### config.mk
export PLATFORM = sky130hd
export DESIGN_NAME = shift_deserializer
export DESIGN_NICKNAME = d
export VERILOG_FILES = /design/src/rtl/shift_deserializer.sv
export SDC_FILE = /design/constraint.sdc
export NUM_CORES = 1
export LEC_CHECK = 0
export ABC_AREA = 1
export BUFFER_PORTS_ARGS = -buffer_cell sky130_fd_sc_hd__buf_2
export CAP_MARGIN = 25
export CORE_MARGIN = 2
export CORE_UTILIZATION = 35
export DETAILED_ROUTE_END_ITERATION = 8
export GPL_ROUTABILITY_DRIVEN = 1
export SLEW_MARGIN = 10
export SYNTH_ARGS = -nofsm -noshare
export SYNTH_HDL_FRONTEND = slang
export SYNTH_SLANG_ARGS = --single-unit
### constraint.sdc
create_clock -name Clk -period 2.8 [get_ports Clk]
set_input_delay 0.42 -clock Clk [delete_from_list [all_inputs] [get_ports Clk]]
set_output_delay 0.42 -clock Clk [all_outputs]
set_load 0.005 [all_outputs]
### src/rtl/shift_deserializer.sv
// Serial-to-parallel receiver with a one-word valid/ready output buffer.
// Define DESER_PARITY_CHECK_EN to expect an even-parity bit after each word.
module shift_deserializer #(
    parameter int BUSWIDTH = 8
) (
    input  logic                Clk,
    input  logic                Rst_n,
    input  logic                start_i,
    input  logic                dir_i,
    input  logic                serial_i,
    input  logic                serial_valid_i,
    input  logic                ready_i,
    output logic [BUSWIDTH-1:0] data_o,
    output logic                valid_o,
    output logic                busy_o,
    output logic                overrun_o,
    output logic                parity_err_o
);

    localparam int CNT_W = $clog2(BUSWIDTH);
    localparam logic [CNT_W-1:0] LAST_BIT = CNT_W'(BUSWIDTH - 1);

    typedef enum logic [1:0] {
        IDLE   = 2'd0,
        SHIFT  = 2'd1,
        PARITY = 2'd2
    } state_t;

    state_t              state;
    logic [BUSWIDTH-1:0] sreg;
    logic [BUSWIDTH-1:0] sreg_shifted;
    logic [CNT_W-1:0]    count;
    logic                dir_r;
    logic                word_done;
    logic [BUSWIDTH-1:0] word;

    always_comb begin
        sreg_shifted = dir_r ? {serial_i, sreg[BUSWIDTH-1:1]}
                             : {sreg[BUSWIDTH-2:0], serial_i};
    end

`ifdef DESER_PARITY_CHECK_EN
    // The word is already complete in sreg; the parity bit only finishes the frame.
    logic parity_q;
    logic word_perr;

    assign word_done    = (state == PARITY) && serial_valid_i && !start_i;
    assign word         = sreg;
    assign word_perr    = ^{sreg, serial_i};
    assign parity_err_o = parity_q;

    always_ff @(posedge Clk or negedge Rst_n) begin
        if (!Rst_n) begin
            parity_q <= 1'b0;
        end else if (word_done && (!valid_o || ready_i)) begin
            parity_q <= word_perr;
        end
    end
`else
    assign word_done    = (state == SHIFT) && serial_valid_i && !start_i && (count == LAST_BIT);
    assign word         = sreg_shifted;
    assign parity_err_o = 1'b0;
`endif

    assign busy_o = (state != IDLE);

    always_ff @(posedge Clk or negedge Rst_n) begin
        if (!Rst_n) begin
            state     <= IDLE;
            sreg      <= '0;
            count     <= '0;
            dir_r     <= 1'b0;
            data_o    <= '0;
            valid_o   <= 1'b0;
            overrun_o <= 1'b0;
        end else begin
            overrun_o <= 1'b0;

            // A draining buffer can take the new word on the same edge.
            if (word_done) begin
                if (!valid_o || ready_i) begin
                    data_o  <= word;
                    valid_o <= 1'b1;
                end else begin
                    overrun_o <= 1'b1;
                end
            end else if (valid_o && ready_i) begin
                valid_o <= 1'b0;
            end

            case (state)
                IDLE: begin
                    if (start_i) begin
                        state <= SHIFT;
                        count <= '0;
                        dir_r <= dir_i;
                    end
                end
                SHIFT: begin
                    if (start_i) begin
                        count <= '0;
                        dir_r <= dir_i;
                    end else if (serial_valid_i) begin
                        sreg <= sreg_shifted;
                        if (count == LAST_BIT) begin
`ifdef DESER_PARITY_CHECK_EN
                            state <= PARITY;
`else
                            state <= IDLE;
`endif
                        end else begin
                            count <= count + CNT_W'(1);
                        end
                    end
                end
`ifdef DESER_PARITY_CHECK_EN
                PARITY: begin
                    if (start_i) begin
                        state <= SHIFT;
                        count <= '0;
                        dir_r <= dir_i;
                    end else if (serial_valid_i) begin
                        state <= IDLE;
                    end
                end
`endif
                default: state <= IDLE;
            endcase
        end
    end

endmodule

# [After elaboration in Yosys (flattened, before gate mapping)]
# Index checks and enable logic that the tools add are counted.
[word_totals] ff_bits=24 out_inout_bits=12 wordCells=52 input_bits=7
[classes] bitwise=1 n_eq_ne=9 reduce_logical=18 muxes=16 add_sub_neg=1
[op_table] cell="two-way mux 3 bit" n=4
[op_table] cell="two-way mux 2 bit" n=4
[op_table] cell="two-way mux 8 bit" n=1
[op_table] cell="AND reduction 4 bit" n=2
[op_table] cell="inequality test 2 bit, second input constant" n=3
[op_table] cell="inequality test 3 bit, second input constant" n=2
[op_table] cell="one-hot mux 3 bit (2 select lines)" n=1
[op_table] cell="AND reduction 2 bit" n=3
[op_table] cell="nonzero test 2 bit" n=3
[op_table] cell="two-way mux 1 bit" n=5
[op_table] cell="logical AND 1 bit" n=4
[op_table] cell="inequality test 2 x 1 -> 1 bit, second input constant" n=2
[op_table] cell="one-hot mux 2 bit (2 select lines)" n=1
[op_table] cell="adder 3 x 1 -> 3 bit, second input constant" n=1
[op_table] cell="equality test 3 bit, second input constant" n=1
[op_table] cell="AND reduction 3 bit" n=1
[op_table] cell="equality test 2 x 1 -> 1 bit, second input constant" n=1
[op_table] cell="logical NOT 1 bit" n=2
[op_table] cell="logical NOT 2 bit" n=1
[op_table] cell="OR reduction 2 bit" n=1
[op_table] cell="logical OR 1 bit" n=1
[op_table] cell="NOT 1 bit" n=1

# [Longest topological paths before layout]
[depth] depth_word=6 depth_mapped=6 depth_no_buf=6

# [Worst setup path after synthesis]
# Ideal clock, no wire load.
[synth_path] path_type="flip-flop to flip-flop" startpoint="register count[0]" endpoint="register count[0]" arrival_ns=1.256 setup_ns=0.117 stages_incl_launch_ff=7 synth_period_minus_slack_ns=1.372 n_path_buf=0 required_time_ns=2.683 slack_ns=1.428 cell_sequence="dfrtp_1 -> ha_1 -> ha_1 -> a21oi_1 -> nand2_1 -> nand2_1 -> nand2_1"
[synth_between] elab_chain_len=5 elab_cells_between_ends=8 classes_between="add/sub (1); eq/ne (2); mux (4); reduce/logical (1)"
[synth_rtl] element="start, declared" line="32" source="logic [CNT_W-1:0] count;"
[synth_rtl] element="start signal, assigned" line="112" source="count <= count + CNT_W'(1);"
[synth_rtl] element="adder 3 x 1 -> 3 bit" line="112"
[synth_rtl] element="two-way mux 3 bit" line="105" source="if (count == LAST_BIT) begin"
[synth_rtl] element="two-way mux 3 bit" line="103" source="end else if (serial_valid_i) begin"
[synth_rtl] element="two-way mux 3 bit" line="100" source="if (start_i) begin"
[synth_rtl] element="one-hot mux 3 bit (2 select lines)" line="91" source="case (state)"
# Several ways; a longest one is shown, not always the timed one. The select of a mux whose other input is x is not followed.
# A chain may end at the register's enable or synchronous reset.

# [Final worst setup path]
[layout_path] startpoint="register count[0]" endpoint="register count[2]"
# The elaborated chain is that of the path after synthesis.

==> reports/qor.yml <==
crit_arrival_ns: 1.78
synth-seq-cells: 23
synthCells: 138
cpMostUsedCell: "nand2_1"
drc: 0
hold_viol_final: 0
period_needed_ns: 1.548
cts_sinks: 23
dr.pass1.iters: 4
fin_setup_tns_ns: 0
setup-violations-final: 0
yosys_warnings: 0
crit_fanout: 4
nets: 167
area_delta_synth_final_pct: 13.06
num_antenna_cells: 0
rsz0062_at_grt: "false"
die_width_um: 60.60
finalCritPeriodShare: 0.5528
synth.net_count: 149
max_stage_delay_ns: 0.43
r2r_slack_ns: 1.25
p_leak_nw: 0.7379
timing.fmax_ghz: 0.6461
place.gp.congestion: 0.7907
crit_required_ns: 3.03
max-cap-violations: 0
grt_pass1_wl_mm: 3.677
yosysMostFrequentCell: "nand2_1"
routed_wirelength_mm: 2.092
via_per_inst: 4.513
ys_types: 18
antenna_found_initial: 0
crit_type: "register to register"
hpwl_mm: 1.561
status: "finished clean"
wl_per_cell_um: 10.51
rr_worst_depth: 6
reg2reg_from: "count[0]$_DFFE_PN0P_"
port_buffers: 17
cp_cell_sequence: "ha_1, ha_1, a21oi_1, nand2_1, nand2_1, nand2_1"
initial_utilization: 0.3672
synth_common_cells: "68 x nand2_1, 23 x dfrtp_1, 12 x nand3_1"
rows: 20
slew_violations: 0
clk_pin_slew_ns: 0.13
grt_max_degree: 24
crit_slowest_cell: "dfrtp_1"
syn_area_um2: 1121
finish.utilization: 0.4152
cts_setup_buffers: 0
vdd_drop_max_uv: 158.0
synth_area_leader_cell: "dfrtp_1"
clk_latency_ns: 0.32
slew-limit-headroom: 0.6614
grt_pass1_vias: 820
htreeDepth: 1
synthFlopType: "dfrtp_1"
cts_hold_buf: 0
p_per_area_nw_per_um2: 508.5
grt_use_total: 0.1343
skew_ns: 0.005942
die_h_um: 60.60
ant_nets: 0
cts_buffers: 3
synthTopCellsByArea: "dfrtp_1 51%, nand2_1 23%, nand3_1 5.4%"
reg2reg_to: "count[2]$_DFFE_PN0P_"
holdCritPathClass: "input port to asynchronous set/reset pin"
crit_path_end_kind: "register"
tightest_slew_ns: 0.5079
die-area_um2: 3672
async_flop_share: 1.000
seq_area_frac_synth: 0.5134
drt-initial-drc-count: 52
cts-root-buf: "clkbuf_4"
synth_area_per_cell_um2: 8.124
clock_path_buffers: 2
dr_total_vias: 898
cts_tree: "done"
grt.overflow.total: 0
post_cts_resized: 0
drive_above_1_share: 0.1677
core-area_um2: 3053
synth_edf_count: 0
io_pins: 19
synth_top_area_frac: 0.5134
setup.worst_path.start_class: "register"
[through the flow]
step / cells / worst slack (ns) / hold slack (ns) / total power, W / cell area, µm²
3_5_place_dp: 195 / 1.133 / 0.4349 / 0.0004926 / 1240
6_report: 199 / 1.252 / 0.04680 / 0.0006445 / 1267
4_1_cts: 199 / 1.249 / 0.07123 / 0.0006513 / 1267
2_1_floorplan: 138 / 1.428 / 0.1244 / 0.0004585 / 1121
5_1_grt: 199 / 1.118 / 0.08113 / 0.0006835 / 1267
3_3_place_gp: 195 / 1.212 / 0.4151 / 0.0004908 / 1240
[critical path: cells and delay by family, from the launching register on]
| family | cells | cell delay [ns] |
|---|---|---|
| adder cells (fa/ha/maj) | 2 | 0.45 |
| flip-flops | 1 | 0.43 |
| AO/OA/AOI/OAI | 1 | 0.29 |
| AND/OR/NAND/NOR | 3 | 0.29 |
[placed cells by master (no fill, tap or decap)]
master | netlist | final
ha_1 | 4 | 4
o21ai_0 | 9 | 9
dfrtp_1 | 23 | 23
mux2_2 | 1 | 1
inv_1 | 5 | 5
clkbuf_4 | 0 | 3
nor2_4 | 2 | 2
nor2_1 | 4 | 4
nor3_1 | 1 | 1
conb_1 | 1 | 1
nand3_4 | 1 | 1
nand3_1 | 12 | 12
a21oi_1 | 1 | 1
nand2_4 | 1 | 1
clkinv_1 | 1 | 1
nand2_1 | 68 | 68
clkinv_2 | 0 | 1
buf_2 | 2 | 17
[cells by family after synthesis]
| logic type | synth area share |
|---|---|
| mux | 0.01004 |
| buf+inv | 0.03906 |
| fa+ha+maj | 0.04464 |
| simple gates | 0.3449 |
| flops | 0.5134 |
| compound gates | 0.04464 |
| other cells | 0.003345 |
[report_power, final]
group	total [W]	switching (W)	internal, W
Clock	0.000160	0.000106	0.0000536
Combinational	0.0000969	0.0000623	0.0000346
Sequential	0.000388	0.0000240	0.000364
Total	0.000645	0.000193	0.000452
[state kept, by name, summed over array words and instances, names as in the netlist]
register and cells:
count 3, data_o 8, dir_r 1, overrun_o 1, sreg 8, state 1, valid_o 1
[how the worst max path moves through the flow]
stage / to / startpoint / depth (start not counted) / slack, ns
finish: count[2]$_DFFE_PN0P_ / count[0]$_DFFE_PN0P_ / 6 / 1.25
detailed placement: count[2]$_DFFE_PN0P_ / start_i / 7 / 1.13
global placement: count[2]$_DFFE_PN0P_ / start_i / 7 / 1.21
CTS: count[2]$_DFFE_PN0P_ / count[0]$_DFFE_PN0P_ / 6 / 1.25
floorplan: count[0]$_DFFE_PN0P_ / count[0]$_DFFE_PN0P_ / 6 / 1.43
global route: count[2]$_DFFE_PN0P_ / count[0]$_DFFE_PN0P_ / 6 / 1.12
[routing by layer]
metal | part of all wire | wire (µm) | global-route usage | up-vias
li1 | - | - | - | 475
met3 | 0.032 | 66 | 0.02559 | 5
met2 | 0.44 | 930 | 0.1951 | 19
met4 | 0.023 | 48 | 0.06522 | 0
met5 | 0 | 0 | 0 | -
met1 | 0.50 | 1046 | 0.1922 | 399
[layout make-up]
cell class              instances  area, µm²
fillers                       326       1785
well taps                      44      55.05
clock inverters                 1      5.005
flip-flops and latches         23      575.6
clock buffers                   3      22.52
multi-input cells             105      501.7
inverters                       6      22.52
repair buffers                 17      85.08
No activity file was read; power rests on OpenSTA's default activity.
